## src/rtl/tile_map_writer.sv

```systemverilog
// tile_map_writer
//   Writable 6-row x 8-column map of 2-bit tile types for the VGA playfield.
//   The whole map can be refilled from one of four built-in level patterns,
//   one cell per clock. Game logic can overwrite single cells through a
//   req/ack handshake. The drawer reads any cell combinationally.
//
// Ports
//   clk        in   system clock, rising edge
//   reset      in   synchronous active-high reset
//   level_load in   start a level fill (sampled only in IDLE)
//   level_sel  in   [1:0] level pattern, captured with level_load
//   wr_req     in   single-cell write request, held until wr_ack
//   wr_Xnum    in   [2:0] write column
//   wr_Ynum    in   [2:0] write row (6/7 rejected with wr_err)
//   wr_type    in   [1:0] tile type to write
//   wr_ack     out  one-cycle acknowledge of a serviced write
//   wr_err     out  with wr_ack: row out of range, nothing written
//   busy       out  level fill in progress
//   load_done  out  one-cycle pulse when a fill completes
//   Xnum       in   [2:0] read column
//   Ynum       in   [2:0] read row
//   Tile_Type  out  [1:0] cell (Ynum, Xnum); 2'b00 for rows 6/7
module tile_map_writer (
    input  logic       clk,
    input  logic       reset,
    input  logic       level_load,
    input  logic [1:0] level_sel,
    input  logic       wr_req,
    input  logic [2:0] wr_Xnum,
    input  logic [2:0] wr_Ynum,
    input  logic [1:0] wr_type,
    output logic       wr_ack,
    output logic       wr_err,
    output logic       busy,
    output logic       load_done,
    input  logic [2:0] Xnum,
    input  logic [2:0] Ynum,
    output logic [1:0] Tile_Type
);

    localparam logic [5:0] LastIdx = 6'd47;

    typedef enum logic [0:0] {StIdle, StLoad} state_e;

    state_e     state_q, state_d;
    logic [5:0] idx_q, idx_d;
    logic [1:0] sel_q, sel_d;
    logic       ack_q, ack_d;
    logic       err_q, err_d;
    logic       done_q, done_d;

    // Single map write port shared by the fill sequencer and the cell writer.
    logic       we;
    logic [5:0] waddr;
    logic [1:0] wdata;

    logic [1:0] map_q [48];

    function automatic logic [1:0] pattern(input logic [1:0] sel, input logic [2:0] y,
                                           input logic [2:0] x);
        logic [1:0] t;
        t = 2'b00;
        case (sel)
            2'd0: if (y == 3'd5 && x <= 3'd5) t = 2'b01;
            2'd1: begin
                if (y == 3'd5) t = 2'b01;
                else if (y == 3'd3 && x >= 3'd2 && x <= 3'd5) t = 2'b10;
            end
            2'd2: begin
                if (y == 3'd5) t = 2'b01;
                else if (y == 3'd4 && x[0]) t = 2'b11;
            end
            default: t = 2'b00;
        endcase
        return t;
    endfunction

    always_comb begin
        state_d = state_q;
        idx_d   = idx_q;
        sel_d   = sel_q;
        ack_d   = 1'b0;
        err_d   = 1'b0;
        done_d  = 1'b0;
        we      = 1'b0;
        waddr   = idx_q;
        wdata   = 2'b00;
        case (state_q)
            StIdle: begin
                if (level_load) begin
                    // Load wins; a simultaneous write stays pending.
                    state_d = StLoad;
                    sel_d   = level_sel;
                    idx_d   = 6'd0;
                end else if (wr_req && !ack_q) begin
                    // ack_q gate stops a held request being serviced twice.
                    ack_d = 1'b1;
                    if (wr_Ynum > 3'd5) begin
                        err_d = 1'b1;
                    end else begin
                        we    = 1'b1;
                        waddr = {wr_Ynum, wr_Xnum};
                        wdata = wr_type;
                    end
                end
            end
            StLoad: begin
                we    = 1'b1;
                waddr = idx_q;
                wdata = pattern(sel_q, idx_q[5:3], idx_q[2:0]);
                if (idx_q == LastIdx) begin
                    state_d = StIdle;
                    idx_d   = 6'd0;
                    done_d  = 1'b1;
                end else begin
                    idx_d = idx_q + 6'd1;
                end
            end
            default: state_d = StIdle;
        endcase
    end

    always_ff @(posedge clk) begin
        if (reset) begin
            state_q <= StIdle;
            idx_q   <= 6'd0;
            sel_q   <= 2'd0;
            ack_q   <= 1'b0;
            err_q   <= 1'b0;
            done_q  <= 1'b0;
        end else begin
            state_q <= state_d;
            idx_q   <= idx_d;
            sel_q   <= sel_d;
            ack_q   <= ack_d;
            err_q   <= err_d;
            done_q  <= done_d;
        end
    end

    always_ff @(posedge clk) begin
        if (reset) begin
            for (int i = 0; i < 48; i++) map_q[i] <= 2'b00;
        end else if (we) begin
            map_q[waddr] <= wdata;
        end
    end

    assign wr_ack    = ack_q;
    assign wr_err    = err_q;
    assign busy      = (state_q == StLoad);
    assign load_done = done_q;
    assign Tile_Type = (Ynum > 3'd5) ? 2'b00 : map_q[{Ynum, Xnum}];

endmodule

```

## config.mk

```make
export PLATFORM = sky130hd
export DESIGN_NAME = tile_map_writer
export DESIGN_NICKNAME = d
export VERILOG_FILES = /design/src/rtl/tile_map_writer.sv
export SDC_FILE = /design/constraint.sdc
export NUM_CORES = 1
export LEC_CHECK = 0
export BUFFER_PORTS_ARGS = -buffer_cell sky130_fd_sc_hd__buf_2
export CAP_MARGIN = 30
export CORE_MARGIN = 8
export CORE_UTILIZATION = 55
export DETAILED_ROUTE_END_ITERATION = 7
export PLACE_DENSITY = 0.72
export SKIP_LAST_GASP = 1
export SYNTH_ARGS = -nofsm -noshare
export SYNTH_HDL_FRONTEND = slang
export SYNTH_SLANG_ARGS = --single-unit
```

## constraint.sdc

```tcl
create_clock -name clk -period 2.4 [get_ports clk]
set_clock_uncertainty 0.1 [all_clocks]
set_input_delay 0.24 -clock clk [delete_from_list [all_inputs] [get_ports clk]]
set_output_delay 0.24 -clock clk [all_outputs]
set_load 0.005 [all_outputs]
```

==> metrics.sh <==
FAILING_CHECKS='design-rule violations, negative setup slack'
FINAL-MAX-SLEW-VIOLATION-COUNT=0
TRACK_USAGE=0.212
DETAILEDPLACEMENTHPWL_UM=9040
YOSYSUNIQUECELLTYPES=49
SYN_AVG_CELL_AREA_UM2=11.5
TOTAL_LEAKAGE_POWER_nW=2.28
GRT_FIRST_PASS_WIRELENGTH_UM=21900
CTS_MAX_PATH_BUFFERS=2
FINAL_LAYOUT_SIZE_SUFFIX_GT1_FRAC=0.280
SYNTH-WARNING-COUNT=0
GRT_START_MAX_NET_PINS=51
CRITPATHMAXFANOUT=1
FIN_HOLD_WS_PS=100
MAPPEDNETLISTNETS=503
ROW_COUNT=36
CLK_PIN_SLEW_PS=100
ANTENNA_LEFT=0
WORST-ENDPOINT-ARRIVAL_PS=2080
SYNTHCELLS=482
YOSYS_REGISTER_BITS=108
FLOORPLAN.INITIALDENSITY=0.567
WORST_SKEW_PAIR.LATE_LATENCY_PS=380
DRV_CAP=0
SLOWEST_CELL_ON_THE_CRITICAL_PATH='sky130_fd_sc_hd__mux4_2'
YS.FLOP_TYPE='sky130_fd_sc_hd__edfxtp_1'
DRTPASS1ITERATIONS=8
INITIALDRTVIOLATIONCOUNT=391
SUM_OF_ROUTED_WIRE_LENGTH_OVER_ALL_LAYERS_UM=13400
FINAL_NETS=559
CORE_AREA_UM2=9820
VDD_DROP_MAX_mV=0.344
DIE_AREA_UM2=13600
MIN_FROM='reset'
RELSLEWSLACK=0.650
POST_SYNTH_INSTANCE_AREA_UM2=5570
DIE_H_UM=117
SYNTH_SEQUENTIAL_AREA_RATIO=0.561
ANTENNADIODECOUNT=0
SYNTH-EDFF-COUNT=96
WORST-SLEW-PIN-TRANSITION_PS=525
FINAL_SETUP_FAILS=2
DR_TOTAL_VIAS=4118
LAYOUT_WORST_PATH_CYCLE_SHARE=1.01
FINALINSTANCEAREA_UM2=6530
CRITICAL_PATH_REQUIRED_PS=2060
NUMBER_OF_ANTENNA_VIOLATIONS_AT_THE_FIRST_CHECK_IN_GLOBAL_ROUTING=0
CRITICAL-PATH-TOP-CELL-BY-COUNT='sky130_fd_sc_hd__mux4_2'
TRITONCTS_NUM_SINKS=108
WORSTPATHCELLLIST='mux4_2 > mux4_2 > nand3b_1 > o21ai_1 > buf_2'
DP_SLACK_PS=-40.9
FINAL_CELL_COUNT_NO_FILL=675
PLACE_INST=655
POST-ROUTE-DRC-COUNT=1
TIMING_HOLD_VIOLATIONS_FINAL=0
NUM-FILL-CELLS=753
POSTPLACECELLAREA_UM2=6200
RUN_STATUS='finished with violations'
BUFFER_PORTS.INSERTED=25
CLOCK-ROOT-BUFFER='sky130_fd_sc_hd__clkbuf_8'
CP-END-KIND='output port'
CRIT-REG2REG-LAUNCH='busy$_SDFF_PP0_'
ROUTED_WIRE_LENGTH_PER_INSTANCE_UM=19.8
SYNTH_TOP_CELLS_BY_AREA='sky130_fd_sc_hd__edfxtp_1 52%, sky130_fd_sc_hd__mux4_2 8.1%, sky130_fd_sc_hd__nor2_1 7.8%, sky130_fd_sc_hd__o21bai_1 6.6%, sky130_fd_sc_hd__dfxtp_1 4.3%'
FINAL_CRITICAL_PATH_SETUP_SLACK_PS=-18.5
SYNTHDOMINANTAREACELLTYPE='sky130_fd_sc_hd__edfxtp_1'
WORST_SETUP_PATH_START_KIND='flop'
CRITPATHMAXSTAGEDELAY_PS=520
RSZ_0062_RAISED_AFTER_GLOBAL_ROUTING='yes'
FINALSETUPTNS_PS=-30.7
CHIPWIDTH_UM=117
CTS-BUFFERS-INSERTED=9
MAXCLOCKFREQUENCY_GHz=0.413
CTS_TREE='built'
TIMING.HOLD.WORST.CLASS='in -> reg'
CRITICAL_PATH.STARTPOINT='map_q[19][0]$_SDFFCE_PN0P_'
GRT_OVERFLOW=0
PROPORTION_OF_SYNTHESIZED_FLIP_FLOPS_HAVING_ASYNCHRONOUS_SET_OR_RESET=0
SYNTH_LARGEST_TYPE_AREA_FRACTION=0.518
POWER.DENSITY_nW_PER_UM2=554
PLACE_CONGESTION=0.914
FIRST_GLOBAL_VIAS=4288
IO-PIN-COUNT=26
CLOCK_TREE.HTREE_LEVEL_COUNT=3
MIN_PERIOD_PS=2420
WORSTSETUPPATHTYPE='reg -> out'
AREA_GROWTH_SYNTH_TO_FINISH_PCT=17.3
ROUTED_VIAS_INST=6.10
## sequential cells by signal (all words and copies together), names as in the netlist
register / cells
map_q: 96
idx_q: 6
sel_q: 2
busy: 1
load_done: 1
wr_ack: 1
wr_err: 1
## worst paths after layout
| path | to | slack, ps | depth (start not counted) |
|---|---|---|---|
| worst max-delay path | Tile_Type[0] | -20 | 5 |
| worst min-delay path | load_done$_SDFF_PP0_ | 100 | 2 |
| worst max register to register | map_q[43][0]$_SDFFCE_PN0P_ | 60 | 7 |
| worst min register to register | idx_q[2]$_SDFFE_PP0P_ | 480 | 2 |
## cells in the mapped netlist, types with 2 or more instances
cell type,n
sky130_fd_sc_hd__a2111oi_0,2
sky130_fd_sc_hd__a211oi_1,5
sky130_fd_sc_hd__a21o_1,4
sky130_fd_sc_hd__a21oi_1,7
sky130_fd_sc_hd__a221o_1,2
sky130_fd_sc_hd__a32oi_1,2
sky130_fd_sc_hd__and2_1,2
sky130_fd_sc_hd__and3_1,4
sky130_fd_sc_hd__buf_1,3
sky130_fd_sc_hd__buf_2,5
sky130_fd_sc_hd__clkbuf_1,29
sky130_fd_sc_hd__dfxtp_1,12
sky130_fd_sc_hd__edfxtp_1,96
sky130_fd_sc_hd__inv_1,3
sky130_fd_sc_hd__mux2_2,6
sky130_fd_sc_hd__mux2i_1,13
sky130_fd_sc_hd__mux4_2,20
sky130_fd_sc_hd__nand2_1,28
sky130_fd_sc_hd__nand2b_1,7
sky130_fd_sc_hd__nand3_1,2
sky130_fd_sc_hd__nand3b_1,7
sky130_fd_sc_hd__nor2_1,115
sky130_fd_sc_hd__nor2b_1,9
sky130_fd_sc_hd__nor3_1,4
sky130_fd_sc_hd__nor3b_1,3
sky130_fd_sc_hd__nor4_1,4
sky130_fd_sc_hd__o21ai_0,9
sky130_fd_sc_hd__o21ai_1,5
sky130_fd_sc_hd__o21bai_1,49
sky130_fd_sc_hd__o22ai_1,4
sky130_fd_sc_hd__o32ai_1,3
## critical path: cells and delay by family (launching register included)
| kind | cells | cell delay, ps |
|---|---|---|
| simple gates | 1 | 110 |
| mux | 2 | 1020 |
| compound gates | 1 | 60 |
| buf+inv | 1 | 130 |
| flops | 1 | 380 |
## final cells by class
| type | count | area, um^2 | share of cell area |
|---|---|---|---|
| Multi-Input combinational cell | 334 | 2400 | 0.367 |
| Inverter | 3 | 11.3 | 0.00172 |
| Timing Repair Buffer | 82 | 649 | 0.0994 |
| Clock buffer | 10 | 128 | 0.0195 |
| Clock inverter | 5 | 52.6 | 0.00805 |
| Sequential cell | 108 | 3120 | 0.478 |
| Tap cell | 133 | 166 | 0.0255 |
## routing by layer
metal / global-route usage / share of wire
met5: 0 / 0
met3: 0.0383 / 0.070
met2: 0.370 / 0.51
met4: 0.0819 / 0.025
met1: 0.255 / 0.40
## repair_timing
item / CTS / global route
endpoints found under the hold margin: 2 / 0
setup endpoints to repair: 9 / 64
pin swaps: 2 / 8
setup buffers: 0 / 3
resized for setup: 5 / 26
hold buffers: 2 / 0
## per-stage QoR
step | power, mW | util
6_report | 3.62 | 0.665
5_1_grt | 3.74 | 0.665
2_1_floorplan | 2.40 | -
4_1_cts | 3.61 | 0.653
3_5_place_dp | 2.55 | 0.632
3_3_place_gp | 2.53 | 0.632
## logic make-up (layout without fill, tap and decap cells)
logic type | count (synthesis) | count (layout) | share of synthesized area
AO/OA/AOI/OAI | 101 | 101 | 0.130
XOR/XNOR | 1 | 1 | 0.00157
adder cells (fa/ha/maj) | 1 | 1 | 0.00225
buffers and inverters | 40 | 100 | 0.0281
flip-flops | 108 | 108 | 0.561
multiplexers | 39 | 39 | 0.116
AND/OR/NAND/NOR | 192 | 192 | 0.160
## power breakdown
group	leakage [nW]	switching [mW]	internal, mW
registers	1.09	0.0259	2.10
logic	1.09	0.213	0.189
clock network	0.0939	0.616	0.475
total	2.28	0.855	2.76
## cell usage in the layout (no fill, tap or decap), types with 2 or more instances in the layout
cell and instances:
sky130_fd_sc_hd__a2111oi_0 2, sky130_fd_sc_hd__a211oi_1 5, sky130_fd_sc_hd__a21o_1 4, sky130_fd_sc_hd__a21oi_1 6, sky130_fd_sc_hd__a221o_1 2, sky130_fd_sc_hd__a32oi_1 2, sky130_fd_sc_hd__and2_1 2, sky130_fd_sc_hd__and3_1 4
sky130_fd_sc_hd__buf_12 7, sky130_fd_sc_hd__buf_2 25, sky130_fd_sc_hd__buf_4 47, sky130_fd_sc_hd__clkbuf_8 9, sky130_fd_sc_hd__clkinv_2 2, sky130_fd_sc_hd__dfxtp_1 11, sky130_fd_sc_hd__dlygate4sd3_1 2, sky130_fd_sc_hd__edfxtp_1 96
sky130_fd_sc_hd__inv_1 3, sky130_fd_sc_hd__mux2_2 6, sky130_fd_sc_hd__mux2i_1 13, sky130_fd_sc_hd__mux4_2 20, sky130_fd_sc_hd__nand2_1 25, sky130_fd_sc_hd__nand2_2 3, sky130_fd_sc_hd__nand2b_1 7, sky130_fd_sc_hd__nand3_1 2
sky130_fd_sc_hd__nand3b_1 7, sky130_fd_sc_hd__nor2_1 114, sky130_fd_sc_hd__nor2b_1 9, sky130_fd_sc_hd__nor3_1 4, sky130_fd_sc_hd__nor3b_1 3, sky130_fd_sc_hd__nor4_1 4, sky130_fd_sc_hd__nor4b_2 2, sky130_fd_sc_hd__o21ai_0 7
sky130_fd_sc_hd__o21ai_1 5, sky130_fd_sc_hd__o21ai_2 2, sky130_fd_sc_hd__o21bai_1 31, sky130_fd_sc_hd__o21bai_2 18, sky130_fd_sc_hd__o22ai_1 4, sky130_fd_sc_hd__o32ai_1 3
Power figures use the tool's default switching activity.
